==> src/rtl/msx_mem_mapper_if.sv <==
// CPU-side bus and external-RAM handshake bundle for the MSX2 memory mapper.
// master = CPU/RAM environment, slave = mapper.
interface msx_mem_mapper_if #(
    parameter int SEG_BITS = 3
);
    logic                  cen;
    logic [15:0]           addr;
    logic [7:0]            din;
    logic [7:0]            dout;
    logic                  io_oe;
    logic                  mem_oe;
    logic                  mreq_n;
    logic                  iorq_n;
    logic                  rd_n;
    logic                  wr_n;
    logic                  m1_n;
    logic                  rfrsh_n;
    logic                  en;
    logic                  wait_n;
    logic [SEG_BITS+13:0]  mem_addr;
    logic                  mem_req;
    logic                  mem_we;
    logic [7:0]            mem_wdata;
    logic                  mem_ack;
    logic [7:0]            mem_rdata;

    modport slave (
        input  cen, addr, din, mreq_n, iorq_n, rd_n, wr_n, m1_n, rfrsh_n, en,
               mem_ack, mem_rdata,
        output dout, io_oe, mem_oe, wait_n, mem_addr, mem_req, mem_we, mem_wdata
    );

    modport master (
        output cen, addr, din, mreq_n, iorq_n, rd_n, wr_n, m1_n, rfrsh_n, en,
               mem_ack, mem_rdata,
        input  dout, io_oe, mem_oe, wait_n, mem_addr, mem_req, mem_we, mem_wdata
    );
endinterface

==> src/rtl/msx_mem_mapper.sv <==
// MSX2 page-segment mapper + RAM wait controller; MAPPER_M1_WAIT_EN adds the extra M1 wait.
// Latency: mem_req 1 clk after cycle detect; wait_n releases 1 clk after mem_ack.
// Backpressure: CPU is stalled via wait_n until the RAM acknowledges.
module msx_mem_mapper #(
    parameter int          SEG_BITS  = 3,
    parameter logic [7:0]  PORT_BASE = 8'hFC
) (
    input  logic           clk,
    input  logic           reset,
    msx_mem_mapper_if.slave bus
);
    localparam int AW = SEG_BITS + 14;

    typedef enum logic [1:0] {IDLE, REQ, WAIT, DONE} state_t;

    state_t              state_q, state_d;
    logic [SEG_BITS-1:0] page_q [4];
    logic [SEG_BITS-1:0] page_d [4];
    logic [AW-1:0]       mem_addr_q, mem_addr_d;
    logic                we_q, we_d;
    logic [7:0]          wdata_q, wdata_d;
    logic [7:0]          rdata_q, rdata_d;
    logic                io_wr_q, io_wr_d;
`ifdef MAPPER_M1_WAIT_EN
    logic                m1_q, m1_d;
    logic                hold_q, hold_d;
`endif

    logic       io_sel, io_wr, io_rd, mem_start, wait_c;
    logic [7:0] io_dat;
    logic       unused_ok;

    assign io_sel    = ~bus.iorq_n & bus.m1_n & (bus.addr[7:2] == PORT_BASE[7:2]);
    assign io_wr     = io_sel & ~bus.wr_n;
    assign io_rd     = io_sel & ~bus.rd_n & ~reset;
    assign mem_start = ~bus.mreq_n & bus.rfrsh_n & bus.en & (~bus.rd_n | ~bus.wr_n);
    assign unused_ok = ^{bus.cen, bus.din};

    always_comb begin
        state_d    = state_q;
        page_d     = page_q;
        mem_addr_d = mem_addr_q;
        we_d       = we_q;
        wdata_d    = wdata_q;
        rdata_d    = rdata_q;
        io_wr_d    = io_wr;
        wait_c     = 1'b1;
`ifdef MAPPER_M1_WAIT_EN
        m1_d       = m1_q;
        hold_d     = hold_q;
`endif
        // Register write fires only on the first clk of the qualified strobe.
        if (io_wr && !io_wr_q) begin
            page_d[bus.addr[1:0]] = bus.din[SEG_BITS-1:0];
        end

        case (state_q)
            IDLE: begin
                wait_c = ~mem_start;
                if (mem_start) begin
                    state_d    = REQ;
                    mem_addr_d = {page_q[bus.addr[15:14]], bus.addr[13:0]};
                    we_d       = ~bus.wr_n;
                    wdata_d    = bus.din;
`ifdef MAPPER_M1_WAIT_EN
                    m1_d       = ~bus.m1_n;
`endif
                end
            end
            REQ: begin
                wait_c  = 1'b0;
                state_d = WAIT;
            end
            WAIT: begin
                wait_c = 1'b0;
                if (bus.mem_ack) begin
                    if (!we_q) rdata_d = bus.mem_rdata;
                    state_d = DONE;
`ifdef MAPPER_M1_WAIT_EN
                    hold_d  = m1_q;
`endif
                end
            end
            DONE: begin
`ifdef MAPPER_M1_WAIT_EN
                wait_c = ~hold_q;
                if (bus.cen) hold_d = 1'b0;
`endif
                if (bus.mreq_n) begin
                    state_d = IDLE;
`ifdef MAPPER_M1_WAIT_EN
                    hold_d  = 1'b0;
`endif
                end
            end
            default: state_d = IDLE;
        endcase

        io_dat                 = '1;
        io_dat[SEG_BITS-1:0]   = page_q[bus.addr[1:0]];
    end

    always_ff @(posedge clk) begin
        if (reset) begin
            state_q    <= IDLE;
            for (int i = 0; i < 4; i++) page_q[i] <= SEG_BITS'(3 - i);
            mem_addr_q <= '0;
            we_q       <= 1'b0;
            wdata_q    <= 8'h00;
            rdata_q    <= 8'h00;
            io_wr_q    <= 1'b0;
`ifdef MAPPER_M1_WAIT_EN
            m1_q       <= 1'b0;
            hold_q     <= 1'b0;
`endif
        end else begin
            state_q    <= state_d;
            page_q     <= page_d;
            mem_addr_q <= mem_addr_d;
            we_q       <= we_d;
            wdata_q    <= wdata_d;
            rdata_q    <= rdata_d;
            io_wr_q    <= io_wr_d;
`ifdef MAPPER_M1_WAIT_EN
            m1_q       <= m1_d;
            hold_q     <= hold_d;
`endif
        end
    end

    assign bus.wait_n    = wait_c | reset;
    assign bus.mem_req   = (state_q == REQ) & ~reset;
    assign bus.mem_we    = (state_q == REQ) & we_q & ~reset;
    assign bus.mem_wdata = wdata_q;
    assign bus.mem_addr  = mem_addr_q;
    assign bus.io_oe     = io_rd;
    assign bus.mem_oe    = (state_q == DONE) & ~bus.rd_n & ~reset;
    assign bus.dout      = io_rd ? io_dat : rdata_q;
endmodule

==> src/flat_wrapper.sv <==
// flat-port wrapper written by rule: the top's interface ports become plain ports
module msx_mem_mapper_flat 
#(
    parameter int          SEG_BITS  = 3,
    parameter logic [7:0]  PORT_BASE = 8'hFC
)
  (clk, reset, bus_cen, bus_addr, bus_din, bus_mreq_n, bus_iorq_n, bus_rd_n, bus_wr_n, bus_m1_n, bus_rfrsh_n, bus_en, bus_mem_ack, bus_mem_rdata, bus_dout, bus_io_oe, bus_mem_oe, bus_wait_n, bus_mem_addr, bus_mem_req, bus_mem_we, bus_mem_wdata);
  msx_mem_mapper_if #(.SEG_BITS(SEG_BITS)) bus_i ();
  input  logic clk;
  input  logic reset;
  input wire logic [$bits(bus_i.cen)-1:0] bus_cen;
  input wire logic [$bits(bus_i.addr)-1:0] bus_addr;
  input wire logic [$bits(bus_i.din)-1:0] bus_din;
  input wire logic [$bits(bus_i.mreq_n)-1:0] bus_mreq_n;
  input wire logic [$bits(bus_i.iorq_n)-1:0] bus_iorq_n;
  input wire logic [$bits(bus_i.rd_n)-1:0] bus_rd_n;
  input wire logic [$bits(bus_i.wr_n)-1:0] bus_wr_n;
  input wire logic [$bits(bus_i.m1_n)-1:0] bus_m1_n;
  input wire logic [$bits(bus_i.rfrsh_n)-1:0] bus_rfrsh_n;
  input wire logic [$bits(bus_i.en)-1:0] bus_en;
  input wire logic [$bits(bus_i.mem_ack)-1:0] bus_mem_ack;
  input wire logic [$bits(bus_i.mem_rdata)-1:0] bus_mem_rdata;
  output wire logic [$bits(bus_i.dout)-1:0] bus_dout;
  output wire logic [$bits(bus_i.io_oe)-1:0] bus_io_oe;
  output wire logic [$bits(bus_i.mem_oe)-1:0] bus_mem_oe;
  output wire logic [$bits(bus_i.wait_n)-1:0] bus_wait_n;
  output wire logic [$bits(bus_i.mem_addr)-1:0] bus_mem_addr;
  output wire logic [$bits(bus_i.mem_req)-1:0] bus_mem_req;
  output wire logic [$bits(bus_i.mem_we)-1:0] bus_mem_we;
  output wire logic [$bits(bus_i.mem_wdata)-1:0] bus_mem_wdata;
  assign bus_i.cen = bus_cen;
  assign bus_i.addr = bus_addr;
  assign bus_i.din = bus_din;
  assign bus_i.mreq_n = bus_mreq_n;
  assign bus_i.iorq_n = bus_iorq_n;
  assign bus_i.rd_n = bus_rd_n;
  assign bus_i.wr_n = bus_wr_n;
  assign bus_i.m1_n = bus_m1_n;
  assign bus_i.rfrsh_n = bus_rfrsh_n;
  assign bus_i.en = bus_en;
  assign bus_i.mem_ack = bus_mem_ack;
  assign bus_i.mem_rdata = bus_mem_rdata;
  assign bus_dout = bus_i.dout;
  assign bus_io_oe = bus_i.io_oe;
  assign bus_mem_oe = bus_i.mem_oe;
  assign bus_wait_n = bus_i.wait_n;
  assign bus_mem_addr = bus_i.mem_addr;
  assign bus_mem_req = bus_i.mem_req;
  assign bus_mem_we = bus_i.mem_we;
  assign bus_mem_wdata = bus_i.mem_wdata;
  msx_mem_mapper #(.SEG_BITS(SEG_BITS), .PORT_BASE(PORT_BASE)) u_core (.clk(clk), .reset(reset), .bus(bus_i));
endmodule
==> config.mk <==
export PLATFORM = sky130hd
export DESIGN_NAME = msx_mem_mapper_flat
export DESIGN_NICKNAME = d
export VERILOG_FILES = /design/src/rtl/msx_mem_mapper_if.sv /design/src/rtl/msx_mem_mapper.sv /design/src/flat_wrapper.sv
export SDC_FILE = /design/constraint.sdc
export NUM_CORES = 1
export LEC_CHECK = 0
export CAP_MARGIN = 20
export CORE_ASPECT_RATIO = 0.9
export CORE_MARGIN = 5
export CORE_UTILIZATION = 45
export DETAILED_ROUTE_END_ITERATION = 6
export PLACE_DENSITY = 0.89
export SYNTH_ARGS = -nofsm -noshare
export SYNTH_HDL_FRONTEND = slang
export SYNTH_SLANG_ARGS = --single-unit
==> constraint.sdc <==
create_clock -name clk -period 2.2 [get_ports clk]
set_input_delay 0.33 -clock clk [delete_from_list [all_inputs] [get_ports clk]]
set_output_delay 0.33 -clock clk [all_outputs]
set_load 0.02 [all_outputs]
==> flow_summary.json <==
{
  "syn_area_um2": 2390,
  "pin_count": 81,
  "final.setup_skew_ns": 0.00646,
  "netlist.area_leader.share": 0.410,
  "yosysMostFrequentCell": "dfxtp_1",
  "status": "complete, no violations",
  "power_density_nw_per_um2": 622,
  "cts-root-buf": "clkbuf_8",
  "fin_crit_ns": 2.11,
  "die_y_um": 79.2,
  "worst_path_largest_cell_delay_ns": 0.39,
  "place_congestion": 0.861,
  "overflow": 0,
  "cp_top_family": "buffers and inverters",
  "grt_pass1_vias": 2163,
  "crit_path_end_kind": "output port",
  "post-route-util": 0.664,
  "rows": 25,
  "required_ns": 1.87,
  "setup_viol": 0,
  "path_max_fanout": 4,
  "cts_tree": "yes",
  "ys.flop_type": "dfxtp_1",
  "grt_max_degree": 49,
  "antenna_found_initial": 0,
  "finalPower_mw": 2.14,
  "final_cells": 407,
  "min_path_type": "reg -> reg",
  "wire_per_inst_um": 16.3,
  "core_area_um2": 5190,
  "crit_chain": "inv_1, ha_1, a21bo_2, nor2_1, o21ai_0, dlygate4sd2_1",
  "finalWirelength_mm": 6.64,
  "fin_area_um2": 3450,
  "clk_path_buf_depth": 2,
  "cts_sinks": 49,
  "cap_violations": 0,
  "cts_max_level": 2,
  "start_util": 0.461,
  "clock.fmax_mhz": 473,
  "clk_pin_slew_ns": 0.09,
  "postSynthAreaPerCell_um2": 9.69,
  "cts_made_buffers": 5,
  "num-nets-final": 386,
  "clk_latency_ns": 0.30,
  "worstSetupStartpointType": "flop",
  "hold_viol": 0,
  "synth_area_leaders": "dfxtp_1, mux2i_1, a21oi_1",
  "synth.distinct_cells": 43,
  "fillCellCount": 435,
  "diodes": 0,
  "placed_cell_area_um2": 3340,
  "rsz0062_at_grt": "false",
  "synth_area_leader_cell": "dfxtp_1",
  "crit_buf_inv": 2,
  "slew_headroom": 0.590,
  "final_layout_size_suffix_gt1_frac": 0.174,
  "dr.first_iter.drc_count": 165,
  "dp_cells": 396,
  "die_w_um": 86.9,
  "slowest_stage": "dfxtp_1",
  "antenna_left": 0,
  "area_growth_pct": 44.1,
  "crit_type": "reg -> out",
  "synth_async_sr_flop_share": 0,
  "worstPathArrival_ns": 1.78,
  "p_leak_nw": 1.41,
  "die_area_um2": 6880,
  "fin_crit_sh": 0.961,
  "drv_slew": 0,
  "synth_common_cells": "dfxtp_1, a21oi_1, nand3_1, o21ai_0",
  "firstDrtPassIters": 4,
  "synth-edff-count": 0,
  "tightest_slew_ns": 0.613,
  "grt_pass1_wl_mm": 10.4,
  "grtUsageTotal": 0.189,
  "syn_nets": 294,
  "yosysWarnings": 0,
  "hpwlAfterDp_mm": 4.91,
  "synthCells": 247,
  "drc": 0,
  "vias": 2226,
  "ys_ff_latch": 49,
  "port_buffers": 79,
  "viasPerCell": 5.47,
  "irDropWorstVdd_mv": 0.472,
  "yosysSeqAreaShare": 0.410
}
[cell type report]
| class | count | area (um2) | share of cell area |
|---|---|---|---|
| multi-input combinational | 177 | 1310 | 0.380 |
| sequential | 49 | 981 | 0.284 |
| timing repair buffer | 103 | 945 | 0.274 |
| clock buffer | 7 | 86.3 | 0.0250 |
| tap | 67 | 83.8 | 0.0243 |
| clock inverter | 1 | 30.0 | 0.00871 |
| inverter | 3 | 11.3 | 0.00327 |
[cells in the final DEF, fill, tap and decap left out, types with 6 or more instances in the layout]
master	netlist	routed
clkdlybuf4s50_1	0	58
dfxtp_1	49	49
nor2b_1	8	8
dlygate4sd2_1	0	17
buf_4	0	24
o21ai_0	26	26
nand2_1	6	6
nand3_1	26	26
mux2i_1	15	15
a21oi_1	29	29
clkbuf_8	0	6
nor2_1	15	15
[report_power, final]
part	internal (mW)	leakage (nW)	switching [mW]	total, mW
logic	0.255	0.959	0.294	0.549
clock network	0.371	0.0585	0.283	0.654
registers	0.919	0.396	0.0221	0.941
total	1.54	1.41	0.600	2.14
[worst register-to-register path, delay by kind of cell, from the launching register on]
| kind | cells | cell delay, ns |
|---|---|---|
| AND/OR/NAND/NOR | 1 | 0.15 |
| multiplexers | 1 | 0.21 |
| buffers and inverters | 2 | 0.25 |
| adder cells (fa/ha/maj) | 1 | 0.23 |
| AO/OA/AOI/OAI | 1 | 0.43 |
| flip-flops | 1 | 0.39 |
[flip-flops by register name (all words and copies together), names as in the netlist]
name and count:
u_core.rdata_q 8, u_core.state_q 2, u_core.we_q 1, u_core.io_wr_q 1, u_core.bus.mem_wdata 8, u_core.bus.mem_addr 17, u_core.page_q 12
[metal layers]
metal	global-route usage	wire, um
met4	0.0530	94
met5	0	0
met2	0.319	3250
met3	0.0394	442
met1	0.243	2850
[stage by stage]
stage	setup slack (ns)	hold slack [ns]	setup TNS, ns
final	0.0860	0.481	0
after global routing	0.00552	0.492	0
after CTS	0.0804	0.481	0
after detailed placement	-0.499	0.468	-4.01
after global placement	-0.435	0.460	-3.56
after floorplan	0.310	0.440	0
[cell families after synthesis]
group | Yosys count | share of synthesized area
buf+inv | 21 | 0.0423
mux | 27 | 0.155
fa+ha+maj | 4 | 0.0209
compound gates | 63 | 0.147
flops | 49 | 0.410
simple gates | 83 | 0.225
[timing repair]
action / 4_1_cts / 5_1_grt
setup endpoints to repair: 10 / 0
hold endpoints to repair: 0 / 0
hold buffers: 0 / 0
buffers inserted: 3 / 0
resized for setup: 30 / 0
[worst paths after layout]
check | start | end | slack, ns | depth (start not counted)
min reg2reg | u_core.bus.mem_wdata[5] | u_core.bus.mem_wdata[5] | 0.48 | 2
min | u_core.bus.mem_wdata[5] | u_core.bus.mem_wdata[5] | 0.48 | 2
max reg2reg | u_core.state_q[0] | u_core.state_q[1] | 0.47 | 6
max | u_core.state_q[0] | bus_wait_n | 0.09 | 6
Note: power is estimated with default switching activity, not from simulation.
